[config.mk]
export PLATFORM = sky130hd
export DESIGN_NAME = floor_scheduler_flat
export DESIGN_NICKNAME = d
export VERILOG_FILES = /design/src/rtl/floor_sched_pkg.sv /design/src/rtl/floor_scheduler_if.sv /design/src/rtl/floor_req_scan.sv /design/src/rtl/floor_scheduler.sv /design/src/flat_wrapper.sv
export SDC_FILE = /design/constraint.sdc
export NUM_CORES = 1
export LEC_CHECK = 0
export ABC_AREA = 0
export CAP_MARGIN = 0
export CORE_ASPECT_RATIO = 1.2
export CORE_MARGIN = 2
export CORE_UTILIZATION = 45
export CTS_CLUSTER_DIAMETER = 80
export DETAILED_ROUTE_END_ITERATION = 8
export MAX_ROUTING_LAYER = met4
export PLACE_DENSITY = 0.84
export SLEW_MARGIN = 20
export SYNTH_ARGS = -nofsm -noshare
export SYNTH_HDL_FRONTEND = slang
export SYNTH_SLANG_ARGS = --single-unit
[constraint.sdc]
create_clock -name CLK -period 2.1 [get_ports CLK]
set_input_delay 0.42 -clock CLK [delete_from_list [all_inputs] [get_ports CLK]]
set_output_delay 0.42 -clock CLK [all_outputs]
set_load 0.05 [all_outputs]
[src/rtl/floor_sched_pkg.sv]
// -----------------------------------------------------------------------------
// floor_sched_pkg
// Shared definitions for the elevator floor scheduler:
//   - state_t : scheduler state encoding (also driven out on `estado`)
//   - dir_t   : remembered travel direction for the SCAN policy
//   - default parameter values (floor count, door dwell, move watchdog)
// -----------------------------------------------------------------------------
package floor_sched_pkg;

    typedef enum logic [2:0] {
        ST_IDLE  = 3'd0,
        ST_UP    = 3'd1,
        ST_DOWN  = 3'd2,
        ST_STOP  = 3'd3,
        ST_FAULT = 3'd4
    } state_t;

    typedef enum logic {
        DIR_UP   = 1'b0,
        DIR_DOWN = 1'b1
    } dir_t;

    localparam int DEFAULT_FLOORS       = 8;
    localparam int DEFAULT_DWELL        = 16;
    localparam int DEFAULT_MOVE_TIMEOUT = 1024;

endpackage

[src/rtl/floor_scheduler_if.sv]
// -----------------------------------------------------------------------------
// floor_scheduler_if
// Bundle of the call / position / command signals between the scheduler and
// its environment (call buttons, position sensing and the motion FSM).
//   master : environment side, drives calls, position, limits, clr_fault
//   slave  : scheduler side, drives commands, door, pending, estado, fault
// Signals:
//   call_req[FLOORS]  per-floor calls          cur_floor[FW]  cab floor index
//   at_floor          cab aligned at floor     top_lim/bott_lim limit flags
//   clr_fault         fault acknowledge        go_up/go_down/halt commands
//   door_open         door dwell active        pending[FLOORS] latched calls
//   estado[3]         state encoding           fault          in FAULT
// -----------------------------------------------------------------------------
interface floor_scheduler_if
    import floor_sched_pkg::*;
#(
    parameter int FLOORS = DEFAULT_FLOORS,
    parameter int FW     = $clog2(FLOORS)
);
    logic [FLOORS-1:0] call_req;
    logic [FW-1:0]     cur_floor;
    logic              at_floor;
    logic              top_lim;
    logic              bott_lim;
    logic              clr_fault;
    logic              go_up;
    logic              go_down;
    logic              halt;
    logic              door_open;
    logic [FLOORS-1:0] pending;
    logic [2:0]        estado;
    logic              fault;

    modport master (
        output call_req, cur_floor, at_floor, top_lim, bott_lim, clr_fault,
        input  go_up, go_down, halt, door_open, pending, estado, fault
    );

    modport slave (
        input  call_req, cur_floor, at_floor, top_lim, bott_lim, clr_fault,
        output go_up, go_down, halt, door_open, pending, estado, fault
    );
endinterface

[src/rtl/floor_req_scan.sv]
// -----------------------------------------------------------------------------
// floor_req_scan
// Purely combinational scan of the pending-call vector relative to the cab.
// Ports:
//   pending[FLOORS]     in  latched calls
//   cur_floor[FW]       in  current cab floor
//   at_floor            in  cab aligned with cur_floor
//   above / below       out any pending call strictly above / below cur_floor
//   here                out pending call at cur_floor and cab aligned
//   cur_onehot[FLOORS]  out one-hot of cur_floor (all zero if out of range)
// -----------------------------------------------------------------------------
module floor_req_scan
    import floor_sched_pkg::*;
#(
    parameter int FLOORS = DEFAULT_FLOORS,
    parameter int FW     = $clog2(FLOORS)
) (
    input  logic [FLOORS-1:0] pending,
    input  logic [FW-1:0]     cur_floor,
    input  logic              at_floor,
    output logic              above,
    output logic              below,
    output logic              here,
    output logic [FLOORS-1:0] cur_onehot
);

    logic [FLOORS-1:0] above_vec;
    logic [FLOORS-1:0] below_vec;

    // Per-floor comparison; an out-of-range cur_floor yields an all-zero
    // one-hot, so nothing is ever served at a non-existent floor.
    generate
        for (genvar gi = 0; gi < FLOORS; gi++) begin : g_floor
            assign above_vec[gi]  = pending[gi] & (gi > int'(cur_floor));
            assign below_vec[gi]  = pending[gi] & (gi < int'(cur_floor));
            assign cur_onehot[gi] = (gi == int'(cur_floor));
        end
    endgenerate

    assign above = |above_vec;
    assign below = |below_vec;
    assign here  = at_floor & (|(pending & cur_onehot));

endmodule

[src/rtl/floor_scheduler.sv]
// -----------------------------------------------------------------------------
// floor_scheduler
// SCAN (continue-in-direction) request scheduler in front of the elevator
// motion FSM. Latches floor calls, chooses travel direction, drives registered
// go_up / go_down / halt commands, runs the door dwell and traps unsafe
// conditions (limit flags, impossible floor index) into FAULT.
//
// Ports:
//   CLK    in  single clock, rising edge
//   reset  in  asynchronous, active-low
//   bus    floor_scheduler_if.slave (calls, position, limits, commands,
//          door_open, pending, estado, fault)
//
// Optional feature: define FLOOR_SCHED_TIMEOUT_EN to add a movement watchdog.
// While in UP/DOWN a counter clears on every at_floor rising edge; if it runs
// MOVE_TIMEOUT cycles without an arrival the scheduler enters FAULT.
// -----------------------------------------------------------------------------
module floor_scheduler
    import floor_sched_pkg::*;
#(
    parameter int FLOORS       = DEFAULT_FLOORS,
    parameter int FW           = $clog2(FLOORS),
    parameter int DWELL        = DEFAULT_DWELL,
    parameter int MOVE_TIMEOUT = DEFAULT_MOVE_TIMEOUT
) (
    input  logic              CLK,
    input  logic              reset,
    floor_scheduler_if.slave  bus
);

    localparam int DCW = (DWELL > 1) ? $clog2(DWELL) : 1;

    state_t            state_reg, state_next;
    dir_t              last_dir_reg, last_dir_next;
    logic [DCW-1:0]    dwell_cnt_reg, dwell_cnt_next;
    logic [FLOORS-1:0] pending_reg, pending_next;
    logic              go_up_reg, go_down_reg, halt_reg, door_open_reg, fault_reg;

    logic              above, below, here;
    logic [FLOORS-1:0] cur_onehot;
    logic [FLOORS-1:0] served;
    logic              bad_floor;
    logic              stop_call_here;
    logic              timeout_hit;

    floor_req_scan #(
        .FLOORS (FLOORS),
        .FW     (FW)
    ) u_scan (
        .pending    (pending_reg),
        .cur_floor  (bus.cur_floor),
        .at_floor   (bus.at_floor),
        .above      (above),
        .below      (below),
        .here       (here),
        .cur_onehot (cur_onehot)
    );

    // Only reachable when FLOORS is not a power of two.
    assign bad_floor      = (int'(bus.cur_floor) >= FLOORS);
    // A fresh call at the floor we are standing at keeps the door open longer.
    assign stop_call_here = |(bus.call_req & cur_onehot);

`ifdef FLOOR_SCHED_TIMEOUT_EN
    localparam int TW = (MOVE_TIMEOUT > 1) ? $clog2(MOVE_TIMEOUT) : 1;

    logic [TW-1:0] move_cnt_reg, move_cnt_next;
    logic          at_floor_d_reg;

    assign timeout_hit = (move_cnt_reg == TW'(MOVE_TIMEOUT - 1));

    always_comb begin
        move_cnt_next = '0;
        if (state_reg == ST_UP || state_reg == ST_DOWN) begin
            if (bus.at_floor && !at_floor_d_reg) begin
                move_cnt_next = '0;
            end else begin
                move_cnt_next = move_cnt_reg + 1'b1;
            end
        end
    end

    always_ff @(posedge CLK or negedge reset) begin
        if (!reset) begin
            move_cnt_reg   <= '0;
            at_floor_d_reg <= 1'b0;
        end else begin
            move_cnt_reg   <= move_cnt_next;
            at_floor_d_reg <= bus.at_floor;
        end
    end
`else
    assign timeout_hit = 1'b0;
`endif

    // Next-state logic.
    always_comb begin
        state_next     = state_reg;
        last_dir_next  = last_dir_reg;
        dwell_cnt_next = '0;

        case (state_reg)
            ST_IDLE: begin
                if (here) begin
                    state_next = ST_STOP;
                end else if (last_dir_reg == DIR_UP) begin
                    if (above)      state_next = ST_UP;
                    else if (below) state_next = ST_DOWN;
                end else begin
                    if (below)      state_next = ST_DOWN;
                    else if (above) state_next = ST_UP;
                end
            end

            ST_UP: begin
                last_dir_next = DIR_UP;
                // Safety traps outrank a floor stop in the same cycle.
                if (bad_floor || bus.top_lim || timeout_hit) begin
                    state_next = ST_FAULT;
                end else if (here) begin
                    state_next = ST_STOP;
                end else if (bus.at_floor && !above) begin
                    state_next = ST_IDLE;
                end
            end

            ST_DOWN: begin
                last_dir_next = DIR_DOWN;
                if (bad_floor || bus.bott_lim || timeout_hit) begin
                    state_next = ST_FAULT;
                end else if (here) begin
                    state_next = ST_STOP;
                end else if (bus.at_floor && !below) begin
                    state_next = ST_IDLE;
                end
            end

            ST_STOP: begin
                if (stop_call_here) begin
                    dwell_cnt_next = '0;
                end else if (dwell_cnt_reg == DCW'(DWELL - 1)) begin
                    state_next = ST_IDLE;
                end else begin
                    dwell_cnt_next = dwell_cnt_reg + 1'b1;
                end
            end

            ST_FAULT: begin
                if (bus.clr_fault && !bus.top_lim && !bus.bott_lim) begin
                    state_next = ST_IDLE;
                end
            end

            default: begin
                state_next = ST_FAULT;
            end
        endcase
    end

    // Calls at the current floor are consumed on the edge that enters STOP and
    // on every edge while STOP is held.
    always_comb begin
        served = '0;
        if (state_reg == ST_STOP || state_next == ST_STOP) begin
            served = cur_onehot;
        end
        pending_next = (pending_reg | bus.call_req) & ~served;
    end

    // Commands are decoded from the next state so they change on the same
    // edge as the state register.
    always_ff @(posedge CLK or negedge reset) begin
        if (!reset) begin
            state_reg     <= ST_IDLE;
            last_dir_reg  <= DIR_UP;
            dwell_cnt_reg <= '0;
            pending_reg   <= '0;
            go_up_reg     <= 1'b0;
            go_down_reg   <= 1'b0;
            halt_reg      <= 1'b1;
            door_open_reg <= 1'b0;
            fault_reg     <= 1'b0;
        end else begin
            state_reg     <= state_next;
            last_dir_reg  <= last_dir_next;
            dwell_cnt_reg <= dwell_cnt_next;
            pending_reg   <= pending_next;
            go_up_reg     <= (state_next == ST_UP);
            go_down_reg   <= (state_next == ST_DOWN);
            halt_reg      <= !(state_next == ST_UP || state_next == ST_DOWN);
            door_open_reg <= (state_next == ST_STOP);
            fault_reg     <= (state_next == ST_FAULT);
        end
    end

    assign bus.go_up     = go_up_reg;
    assign bus.go_down   = go_down_reg;
    assign bus.halt      = halt_reg;
    assign bus.door_open = door_open_reg;
    assign bus.pending   = pending_reg;
    assign bus.estado    = state_reg;
    assign bus.fault     = fault_reg;

endmodule
[src/flat_wrapper.sv]
// flat-port wrapper written by rule: the top's interface ports become plain ports
module floor_scheduler_flat import floor_sched_pkg::*;
#(
    parameter int FLOORS       = DEFAULT_FLOORS,
    parameter int FW           = $clog2(FLOORS),
    parameter int DWELL        = DEFAULT_DWELL,
    parameter int MOVE_TIMEOUT = DEFAULT_MOVE_TIMEOUT
)
  (CLK, reset, bus_call_req, bus_cur_floor, bus_at_floor, bus_top_lim, bus_bott_lim, bus_clr_fault, bus_go_up, bus_go_down, bus_halt, bus_door_open, bus_pending, bus_estado, bus_fault);
  floor_scheduler_if #(.FLOORS(FLOORS), .FW(FW)) bus_i ();
  input  logic CLK;
  input  logic reset;
  input wire logic [$bits(bus_i.call_req)-1:0] bus_call_req;
  input wire logic [$bits(bus_i.cur_floor)-1:0] bus_cur_floor;
  input wire logic [$bits(bus_i.at_floor)-1:0] bus_at_floor;
  input wire logic [$bits(bus_i.top_lim)-1:0] bus_top_lim;
  input wire logic [$bits(bus_i.bott_lim)-1:0] bus_bott_lim;
  input wire logic [$bits(bus_i.clr_fault)-1:0] bus_clr_fault;
  output wire logic [$bits(bus_i.go_up)-1:0] bus_go_up;
  output wire logic [$bits(bus_i.go_down)-1:0] bus_go_down;
  output wire logic [$bits(bus_i.halt)-1:0] bus_halt;
  output wire logic [$bits(bus_i.door_open)-1:0] bus_door_open;
  output wire logic [$bits(bus_i.pending)-1:0] bus_pending;
  output wire logic [$bits(bus_i.estado)-1:0] bus_estado;
  output wire logic [$bits(bus_i.fault)-1:0] bus_fault;
  assign bus_i.call_req = bus_call_req;
  assign bus_i.cur_floor = bus_cur_floor;
  assign bus_i.at_floor = bus_at_floor;
  assign bus_i.top_lim = bus_top_lim;
  assign bus_i.bott_lim = bus_bott_lim;
  assign bus_i.clr_fault = bus_clr_fault;
  assign bus_go_up = bus_i.go_up;
  assign bus_go_down = bus_i.go_down;
  assign bus_halt = bus_i.halt;
  assign bus_door_open = bus_i.door_open;
  assign bus_pending = bus_i.pending;
  assign bus_estado = bus_i.estado;
  assign bus_fault = bus_i.fault;
  floor_scheduler #(.FLOORS(FLOORS), .FW(FW), .DWELL(DWELL), .MOVE_TIMEOUT(MOVE_TIMEOUT)) u_core (.CLK(CLK), .reset(reset), .bus(bus_i));
endmodule
==> results.toml <==
[setup_path]
path_buf_inv = 0
crit_required_ps = 2320
r2r_slack_ps = 40
worstReg2RegEnd = "u_core.bus.go_down"
path_class = "flop to flop"
slowest_delay_ps = 460
crit_chain = "nor3_1 > a22oi_1 > o41a_1 > o32a_1 > a2111oi_4"
worst-path-stages = 5
cp-endpoint = "u_core.bus.go_down"
critPathLaunch = "u_core.bus.pending[5]"
reg2reg_depth = 5
critPathTopFamily = "compound AO/OA/AOI/OAI gates"
critPathMaxFanout = 6
r2r-start = "u_core.bus.pending[5]"
start_kind = "flop"
crit_path_end_kind = "flop"
crit_slowest_cell = "dfrtp_2"
crit_arrival_ps = 2280

[yosys]
syn_area_per_cell_sq_um = 9.47
yosys.area.top_type_share_pct = 40.4
synth_top_cell_by_area = "dfrtp_1"
ys_types = 50
ys_warn_count = 0
synth_fp_nets = 149
synth_edf_count = 0
synthArstFlopShare_pct = 100
synth_top_flop_cell = "dfrtp_1"
syn_area_sq_mm = 0.00124
synth-seq-cells = 21
ys_seq_area_share_pct = 42.5
synth.top_cells.by_area = "dfrtp_1, a21oi_1, nor2_1"
postSynthCellCount = 131

[timing]
slew_headroom_pct = 65.7
tns_ps = 0
hold_violations = 0
hold_slack_ps = 371
final_max_slew_viol_count = 0
fmaxAchievable_mhz = 485
worst_slack_ps = 40.2
setup_viol = 0
rsz0062_at_grt = "true"
finalCritPeriodShare_pct = 98.1
fin_crit_ps = 2060
finClkSkew_ps = 9.30
worstMarginPinSlew_ps = 514

[global_route]
grt_antenna_before_repair = 0
grt_pass1_wl_mm = 5.78
grtUsageTotal_pct = 25.4
grt_max_degree = 14
grt_overflow_total = 0
grt_pass1_vias = 1326

[clock_tree]
cts_tree = "built"
root_buffer = "clkbuf_4"
cts_buffer_depth = 2
cts-buffers-inserted = 3
worst_skew_pair.late_latency_ps = 330
h-tree-depth = 1
postCtsSetupBuffers = 0
cts_sinks = 21
clkSlewWorstSetupHoldPaths_ps = 120

[detailed_routing]
finalWirelength_mm = 3.47
drc = 0
antenna_left = 0
routedWlPerCell_um = 15.7
firstDrtPassIters = 4
viasPerCell = 5.79
drt_iter0_drc = 27
vias = 1280

[final_layout]
finalNonFillerCells = 221
drive_gt1_share_pct = 22.9
n_antenna_cell = 0
final_util_pct = 71.6
final_common_cell = "buf_4"
syn_to_final_growth_pct = 48.7
final_cell_mix = "buf_4, clkdlybuf4s50_1, dfrtp_1"
nets = 207
largest_reg_flops = 8

[die]
core.rowCount = 20
pin_count = 33
die_y_um = 61.5
die_x_um = 51.9
die_area_sq_mm = 0.00319
start_util_pct = 48.1
core-area_sq_mm = 0.00258

[power_and_ir_drop]
ir_worst_vdd_mv = 0.583
p_leak_nw = 0.809
p_per_area_mw_per_mm2 = 1030

[place]
pre_cts_ws_ps = -473
portBuffers = 32
dpl.hpwl_mm = 2.70
dpl.cell_count = 217
place_congestion = 0.929

[status]
outcome = "completed"

[worst_hold_path]
min-delay-path-class = "input port to async pin"

[job]
drv_cap = 0
kinds of logic (layout without fill, tap and decap cells):
logic type | Yosys count | in the layout | share of synthesized area (%)
multiplexers | 5 | 5 | 6.76
adder cells (fa/ha/maj) | 1 | 1 | 1.01
XOR/XNOR | 1 | 1 | 0.706
flip-flops | 21 | 21 | 42.5
AO/OA/AOI/OAI | 48 | 48 | 26.6
AND/OR/NAND/NOR | 45 | 45 | 18.9
buffers and inverters | 10 | 67 | 3.53
Yosys cell counts (3+ instances only):
| cell type | count |
|---|---|
| a21oi_1 | 16 |
| dfrtp_1 | 20 |
| inv_1 | 6 |
| nand2_1 | 5 |
| nor2_1 | 18 |
| nor2b_1 | 3 |
| o21ai_0 | 6 |
repair_timing:
action,in CTS,in global routing
cloned,0,0
gates resized for setup,5,11
hold buffers,0,0
pin swaps,0,2
endpoints found under the setup margin,9,8
per-layer routing:
| layer | part of all wire (%) | global-route usage [%] |
|---|---|---|
| met4 | 2.4 | 11.7 |
| met3 | 4.9 | 1.70 |
| met1 | 39 | 28.2 |
| met5 | 0 | - |
| met2 | 54 | 46.5 |
where the power goes:
group	internal (mW)	switching [mW]
clock network	0.0730	0.137
logic	0.426	0.628
registers	0.513	0.116
through the flow:
stage	power (mW)	cell area [sq um]
global route	2.00	1840
detailed placement	1.67	1770
CTS	1.87	1800
floorplan	1.28	1240
finish	1.89	1840
global placement	1.65	1770
worst min path at each step:
stage                                    to  slack [ps]
finish              u_core.dwell_cnt_reg[2]         370
global route        u_core.dwell_cnt_reg[2]         390
CTS                 u_core.dwell_cnt_reg[2]         380
detailed placement  u_core.dwell_cnt_reg[3]         500
global placement    u_core.dwell_cnt_reg[0]         470
floorplan              u_core.bus.door_open         120
cell type report:
cell class / instances / area, sq um
Fill cell: 212 / 733
Multi-Input combinational cell: 100 / 704
Sequential cell: 21 / 528
Timing Repair Buffer: 57 / 518
Tap cell: 33 / 41.3
Clock buffer: 3 / 22.5
Inverter: 6 / 22.5
Clock inverter: 1 / 7.51
(Power assumes the default switching activity.)
